<file path="src/rtl/fp_csr_ctrl.sv">
// Floating-point CSR controller: fflags/frm/fcsr access, FPU flag accrual and rounding-mode resolution.
// Optional FS dirty tracking is enabled by defining FP_CSR_FS_DIRTY_EN.
//
//   state  | meaning
//   -------+---------------------------------------------------------------
//   S_IDLE | ready for a CSR instruction
//   S_WAIT | instruction captured, held until the FPU drains, then commits
//   S_RESP | one-cycle response strobe with old value and illegal flag
module fp_csr_ctrl #(
    parameter int         NUM_FLAG_PORTS = 2,
    parameter logic [2:0] RESET_FRM      = 3'b000
) (
    input  logic                        clk,
    input  logic                        rst_l,
    input  logic                        csr_valid_i,
    output logic                        csr_ready_o,
    input  logic [31:0]                 csr_instr_i,
    input  logic [31:0]                 csr_rs1_i,
    output logic                        csr_rvalid_o,
    output logic [31:0]                 csr_rdata_o,
    output logic                        csr_illegal_o,
    input  logic                        fpu_busy_i,
    input  logic [NUM_FLAG_PORTS-1:0]   fpu_flag_valid_i,
    input  logic [5*NUM_FLAG_PORTS-1:0] fpu_flags_i,
    input  logic [2:0]                  instr_rm_i,
    output logic [2:0]                  frm_o,
    output logic                        rm_illegal_o,
    output logic [4:0]                  fflags_q_o,
    output logic [2:0]                  frm_q_o
`ifdef FP_CSR_FS_DIRTY_EN
    ,
    input  logic                        fs_clean_i,
    output logic                        fs_dirty_o
`endif
);

    typedef enum logic [1:0] {
        S_IDLE,
        S_WAIT,
        S_RESP
    } state_t;

    state_t      state;
    logic [4:0]  fflags_q;
    logic [2:0]  frm_q;

    logic [11:0] addr_q;
    logic [4:0]  uimm_q;
    logic [2:0]  funct3_q;
    logic [6:0]  opcode_q;
    logic [7:0]  rs1_q;

    logic [4:0]  accrued;
    logic [7:0]  operand;
    logic [7:0]  cur_val;
    logic [7:0]  old_val;
    logic [7:0]  wr_mask;
    logic [7:0]  wr_bits;
    logic [7:0]  new_val;
    logic        legal_op;
    logic        legal_addr;
    logic        illegal;
    logic        do_write;
    logic        commit;

    // Only the low byte of rs1 can reach any of the three CSRs; rd is not needed here.
    logic unused_bits;
    assign unused_bits = ^{csr_rs1_i[31:8], csr_instr_i[11:7]};

    always_comb begin
        accrued = '0;
        for (int k = 0; k < NUM_FLAG_PORTS; k++) begin
            if (fpu_flag_valid_i[k]) begin
                accrued = accrued | fpu_flags_i[5*k +: 5];
            end
        end
    end

    always_comb begin
        operand    = funct3_q[2] ? {3'b000, uimm_q} : rs1_q;
        cur_val    = {frm_q, fflags_q};
        legal_op   = (opcode_q == 7'h73) && (funct3_q[1:0] != 2'b00);
        legal_addr = 1'b1;
        wr_mask    = 8'h00;
        wr_bits    = 8'h00;
        old_val    = 8'h00;
        case (addr_q)
            12'h001: begin
                wr_mask = 8'h1F;
                wr_bits = {3'b000, operand[4:0]};
                old_val = {3'b000, fflags_q};
            end
            12'h002: begin
                wr_mask = 8'hE0;
                wr_bits = {operand[2:0], 5'b00000};
                old_val = {5'b00000, frm_q};
            end
            12'h003: begin
                wr_mask = 8'hFF;
                wr_bits = operand;
                old_val = cur_val;
            end
            default: legal_addr = 1'b0;
        endcase

        illegal  = !(legal_op && legal_addr);
        // Set/clear forms with a zero rs1/uimm field are pure reads.
        do_write = !illegal && ((funct3_q[1:0] == 2'b01) || (uimm_q != 5'd0));

        case (funct3_q[1:0])
            2'b01:   new_val = (cur_val & ~wr_mask) | wr_bits;
            2'b10:   new_val = cur_val | wr_bits;
            2'b11:   new_val = cur_val & ~wr_bits;
            default: new_val = cur_val;
        endcase

        commit = (state == S_WAIT) && !fpu_busy_i;
    end

    always_ff @(posedge clk or negedge rst_l) begin
        if (!rst_l) begin
            state         <= S_IDLE;
            fflags_q      <= 5'd0;
            frm_q         <= RESET_FRM;
            csr_ready_o   <= 1'b1;
            csr_rvalid_o  <= 1'b0;
            csr_rdata_o   <= 32'd0;
            csr_illegal_o <= 1'b0;
            addr_q        <= 12'd0;
            uimm_q        <= 5'd0;
            funct3_q      <= 3'd0;
            opcode_q      <= 7'd0;
            rs1_q         <= 8'd0;
        end else begin
            fflags_q <= fflags_q | accrued;
            case (state)
                S_IDLE: begin
                    if (csr_valid_i) begin
                        addr_q      <= csr_instr_i[31:20];
                        uimm_q      <= csr_instr_i[19:15];
                        funct3_q    <= csr_instr_i[14:12];
                        opcode_q    <= csr_instr_i[6:0];
                        rs1_q       <= csr_rs1_i[7:0];
                        csr_ready_o <= 1'b0;
                        state       <= S_WAIT;
                    end
                end
                S_WAIT: begin
                    if (commit) begin
                        if (do_write) begin
                            // Flags raised on the commit edge must survive the write.
                            fflags_q <= new_val[4:0] | accrued;
                            frm_q    <= new_val[7:5];
                        end
                        csr_rdata_o   <= illegal ? 32'd0 : {24'd0, old_val};
                        csr_illegal_o <= illegal;
                        csr_rvalid_o  <= 1'b1;
                        state         <= S_RESP;
                    end
                end
                S_RESP: begin
                    csr_rvalid_o  <= 1'b0;
                    csr_rdata_o   <= 32'd0;
                    csr_illegal_o <= 1'b0;
                    csr_ready_o   <= 1'b1;
                    state         <= S_IDLE;
                end
                default: begin
                    csr_rvalid_o  <= 1'b0;
                    csr_rdata_o   <= 32'd0;
                    csr_illegal_o <= 1'b0;
                    csr_ready_o   <= 1'b1;
                    state         <= S_IDLE;
                end
            endcase
        end
    end

`ifdef FP_CSR_FS_DIRTY_EN
    always_ff @(posedge clk or negedge rst_l) begin
        if (!rst_l) begin
            fs_dirty_o <= 1'b0;
        end else if ((accrued != 5'd0) || (commit && do_write)) begin
            fs_dirty_o <= 1'b1;
        end else if (fs_clean_i) begin
            fs_dirty_o <= 1'b0;
        end
    end
`endif

    assign frm_o        = (instr_rm_i == 3'b111) ? frm_q : instr_rm_i;
    assign rm_illegal_o = (frm_o == 3'b101) || (frm_o == 3'b110) || (frm_o == 3'b111);
    assign fflags_q_o   = fflags_q;
    assign frm_q_o      = frm_q;

endmodule

</file>
<file path="config.mk">
export PLATFORM = sky130hd
export DESIGN_NAME = fp_csr_ctrl
export DESIGN_NICKNAME = d
export VERILOG_FILES = /design/src/rtl/fp_csr_ctrl.sv
export SDC_FILE = /design/constraint.sdc
export NUM_CORES = 1
export LEC_CHECK = 0
export CORE_MARGIN = 2
export CORE_UTILIZATION = 39
export CTS_BUF_LIST = sky130_fd_sc_hd__clkbuf_4 sky130_fd_sc_hd__clkbuf_8
export CTS_CLUSTER_SIZE = 10
export DETAILED_ROUTE_END_ITERATION = 8
export GPL_TIMING_DRIVEN = 1
export PLACE_DENSITY = 0.79
export SLEW_MARGIN = 15
export SYNTH_ARGS = -nofsm -noshare
export SYNTH_HDL_FRONTEND = slang
export SYNTH_SLANG_ARGS = --single-unit
</file>
<file path="constraint.sdc">
create_clock -name clk -period 2 [get_ports clk]
set_input_delay 0.3 -clock clk [delete_from_list [all_inputs] [get_ports clk]]
set_output_delay 0.3 -clock clk [all_outputs]
set_load 0.05 [all_outputs]
</file>
==> run metrics <==
ys async rst share=100.0%; Critical Path Fanout Max=5; max-slew violation count=0; layout cells sized above 1=24.28%; CTS clock-pin slew for the worst setup and hold paths=90 ps; die height=88.81 um; GRT overflow=0; residual DRC count=0; met2 usage=28.15%; Rel. slew slack=65.33%; Syn Std Cell Area=2805 sq um; synthesized area per cell=11.31 sq um; routed length per instance=13.72 um; most used cell, CP=or4_4; number of global-route vias before repair=2,086; post-route insts no fill=442; CTS sink cnt=56; Syn-to-layout area delta=39.21%; WP data required=2190 ps; Post-synth EDFFs=0; R2R Path Start=addr_q[4]; num rows=30; CP Launch Point=addr_q[4]; RR Endpoint=frm_q_o[0]; fin worst setup slack=-192.3 ps; io pins=130; Final Hold Viols=0; H-tree depth=2; flop2flop setup slack=-190 ps; M3 GR Usage=4.198%; CP max stage delay=590 ps; Die ar.=7887 sq um; sequential area share after synthesis=50.00%; initial core utilization=40.84%; Pwr per Cell Area=965.7 nW/um^2; core box area=6869 sq um; DR iter-0 viols=101; share of the synthesized area in the top cell type=49.06%; CTS Root Cell=clkbuf_8; Routed Antenna Nets=0; critical path startpoint category=flip-flop; DR vias=2,158; Pwr Total=3.771 mW; status=finished, violations left; critical path, cell by cell=or4_4 -> or4_4 -> o21ai_2 -> nand2b_1 -> a221o_1; Skew-Pair Late Insertion Delay=300 ps; number of synthesized register bits=56; HP Class=in2async; leakage=1.685 nW; CTS tree=yes; period utilization=109.6%; count leader, synth=dfrtp_1; Commonest cells post-synth=55 x dfrtp_1, 33 x mux2_2, 24 x buf_4; filler instances=591; gr busiest metal=met2; # port buffers=76; Antenna diodes=0; TritonRoute pass-1 iters=4; RSZ-0062 raised after global routing=true; main flop type after synthesis=dfrtp_1; cell total after placement=434; WS Path Type=reg2reg; max cap viols=0; initial antenna violation count=0; vias per cell=4.882; Nets=433; fmax=456.2 MHz; Synth area leaders=dfrtp_1 49%, mux2_2 13%, buf_4 6.4%; slowest CP cell=or4_4; final wirelength=6064 um; crit path capture type=flip-flop; Synth cell types=37; total CTS buffers=5; final setup vio count=11; pin count of the biggest net entering global routing=40; crit path time final=2192 ps; Worst Reg-to-Reg Cells=5; Arrival @ worst endpoint=2380 ps; Chip Width=88.81 um; Synth Instances=248; Tightest Pin Transition=519.2 ps; first-pass GRT wire length=9715 um; Synth warnings=0; CP Capture Point=frm_q_o[0]; Yosys top cell by area=dfrtp_1; gr usage total=15.88%; Max clock buf depth=2; grt met1 use=19.45%; post-route clock skew=3.258 ps; Max IR drop VDD=0.4773 mV; Post-Route Setup TNS=-1155 ps; failing checks=negative setup slack; GPL Wtd Cong=0.8522; HPWL Detailed=4916 um
area by class of cell:
| cell class | count | area, sq um | area share [%] |
|---|---|---|---|
| clock buffers | 6 | 76.32 | 1.954 |
| clock inverters | 1 | 5.005 | 0.1282 |
| inverters | 8 | 30.03 | 0.7690 |
| multi-input cells | 176 | 1297 | 33.23 |
| flip-flops and latches | 56 | 1403 | 35.92 |
| well taps | 96 | 120.1 | 3.076 |
| repair buffers | 99 | 973.4 | 24.93 |
cells by family (layout without fill, tap and decap cells):
logic type | after synthesis | count (layout) | synth area share, %
AO/OA/AOI/OAI | 54 | 54 | 13.11
buffers and inverters | 39 | 114 | 8.430
other | 1 | 24 | 0.1337
multiplexers | 40 | 40 | 15.75
flip-flops | 56 | 56 | 50.00
AND/OR/NAND/NOR | 54 | 54 | 10.79
adder cells (fa/ha/maj) | 4 | 4 | 1.784
state kept, by name (all words and copies together), names as in the netlist:
| name | cells |
|---|---|
| frm_q_o | 3 |
| uimm_q | 5 |
| funct3_q | 3 |
| state | 2 |
| rs1_q | 8 |
| csr_rvalid_o | 1 |
| csr_ready_o | 1 |
| fflags_q_o | 5 |
| addr_q | 12 |
| csr_rdata_o | 8 |
| csr_illegal_o | 1 |
| opcode_q | 7 |
worst max-delay path: cells and delay by family, from the launching register on:
| kind | cells | cell delay, ps |
|---|---|---|
| and+or+nand+nor | 3 | 1220 |
| AOI/OAI and AO/OA | 2 | 470 |
| DFF | 1 | 380 |
power breakdown:
part	switching (mW)	total, mW	internal, mW
registers	0.220	1.67	1.45
logic	0.787	1.52	0.730
clock network	0.329	0.582	0.253
total	1.34	3.77	2.43
stage by stage:
| stage | hold slack (ps) | area, sq um | utilization [%] | setup WS (ps) |
|---|---|---|---|---|
| after floorplan | 4.409 | 2897 | - | -115.8 |
| after global placement | 271.9 | 3779 | 55.01 | -303.3 |
| after detailed placement | 266.7 | 3779 | 55.01 | -370.7 |
| after CTS | 467.2 | 3881 | 56.50 | -194.7 |
| after global routing | 494.5 | 3905 | 56.85 | -269.0 |
| final | 460.4 | 3905 | 56.85 | -192.3 |
what timing repair did:
action | CTS | global route
hold buffers | 1 | 0
endpoints found under the setup margin | 13 | 14
buffers inserted | 0 | 1
hold endpoints to repair | 18 | 0
gates resized for setup | 2 | 6
pin swaps | 3 | 8
gates cloned | 0 | 0
worst min path at each step:
stage | start | end | slack (ps) | cells after the start
after global routing | rst_l | funct3_q[1] | 490 | 2
after CTS | rst_l | uimm_q[1] | 470 | 2
final | rst_l | rs1_q[0] | 460 | 2
after global placement | rst_l | uimm_q[3] | 270 | 1
after floorplan | rst_l | addr_q[0] | 4 | 0
after detailed placement | rst_l | rs1_q[0] | 270 | 1
per-layer routing:
| metal | share of wire (%) | vias up |
|---|---|---|
| met5 | 0 | - |
| met4 | 0.82 | 0 |
| met3 | 6.5 | 5 |
| met2 | 50 | 71 |
| met1 | 43 | 1047 |
| li1 | - | 1035 |
cells in the final DEF (no fill, tap or decap), types with 2 or more instances in the layout:
cell type / netlist / layout
nor3b_1: 2 / 2
inv_1: 8 / 8
o21ai_0: 16 / 16
nor3_4: 0 / 2
nor2_1: 15 / 13
clkbuf_8: 0 / 5
o211ai_1: 4 / 4
a22o_1: 5 / 5
nor2b_1: 2 / 2
nand2_1: 16 / 15
a2bb2oi_1: 3 / 3
nor4_1: 3 / 3
mux2i_1: 7 / 7
or4_4: 3 / 3
dfrtp_1: 55 / 55
mux2_2: 33 / 33
ha_1: 4 / 4
nand2b_1: 2 / 2
a221o_1: 3 / 3
clkdlybuf4s50_1: 0 / 70
buf_12: 0 / 4
conb_1: 1 / 24
a22oi_1: 7 / 7
o21a_1: 4 / 4
buf_4: 24 / 22
a21oi_1: 8 / 8
Note: power is estimated with default switching activity, not from simulation.
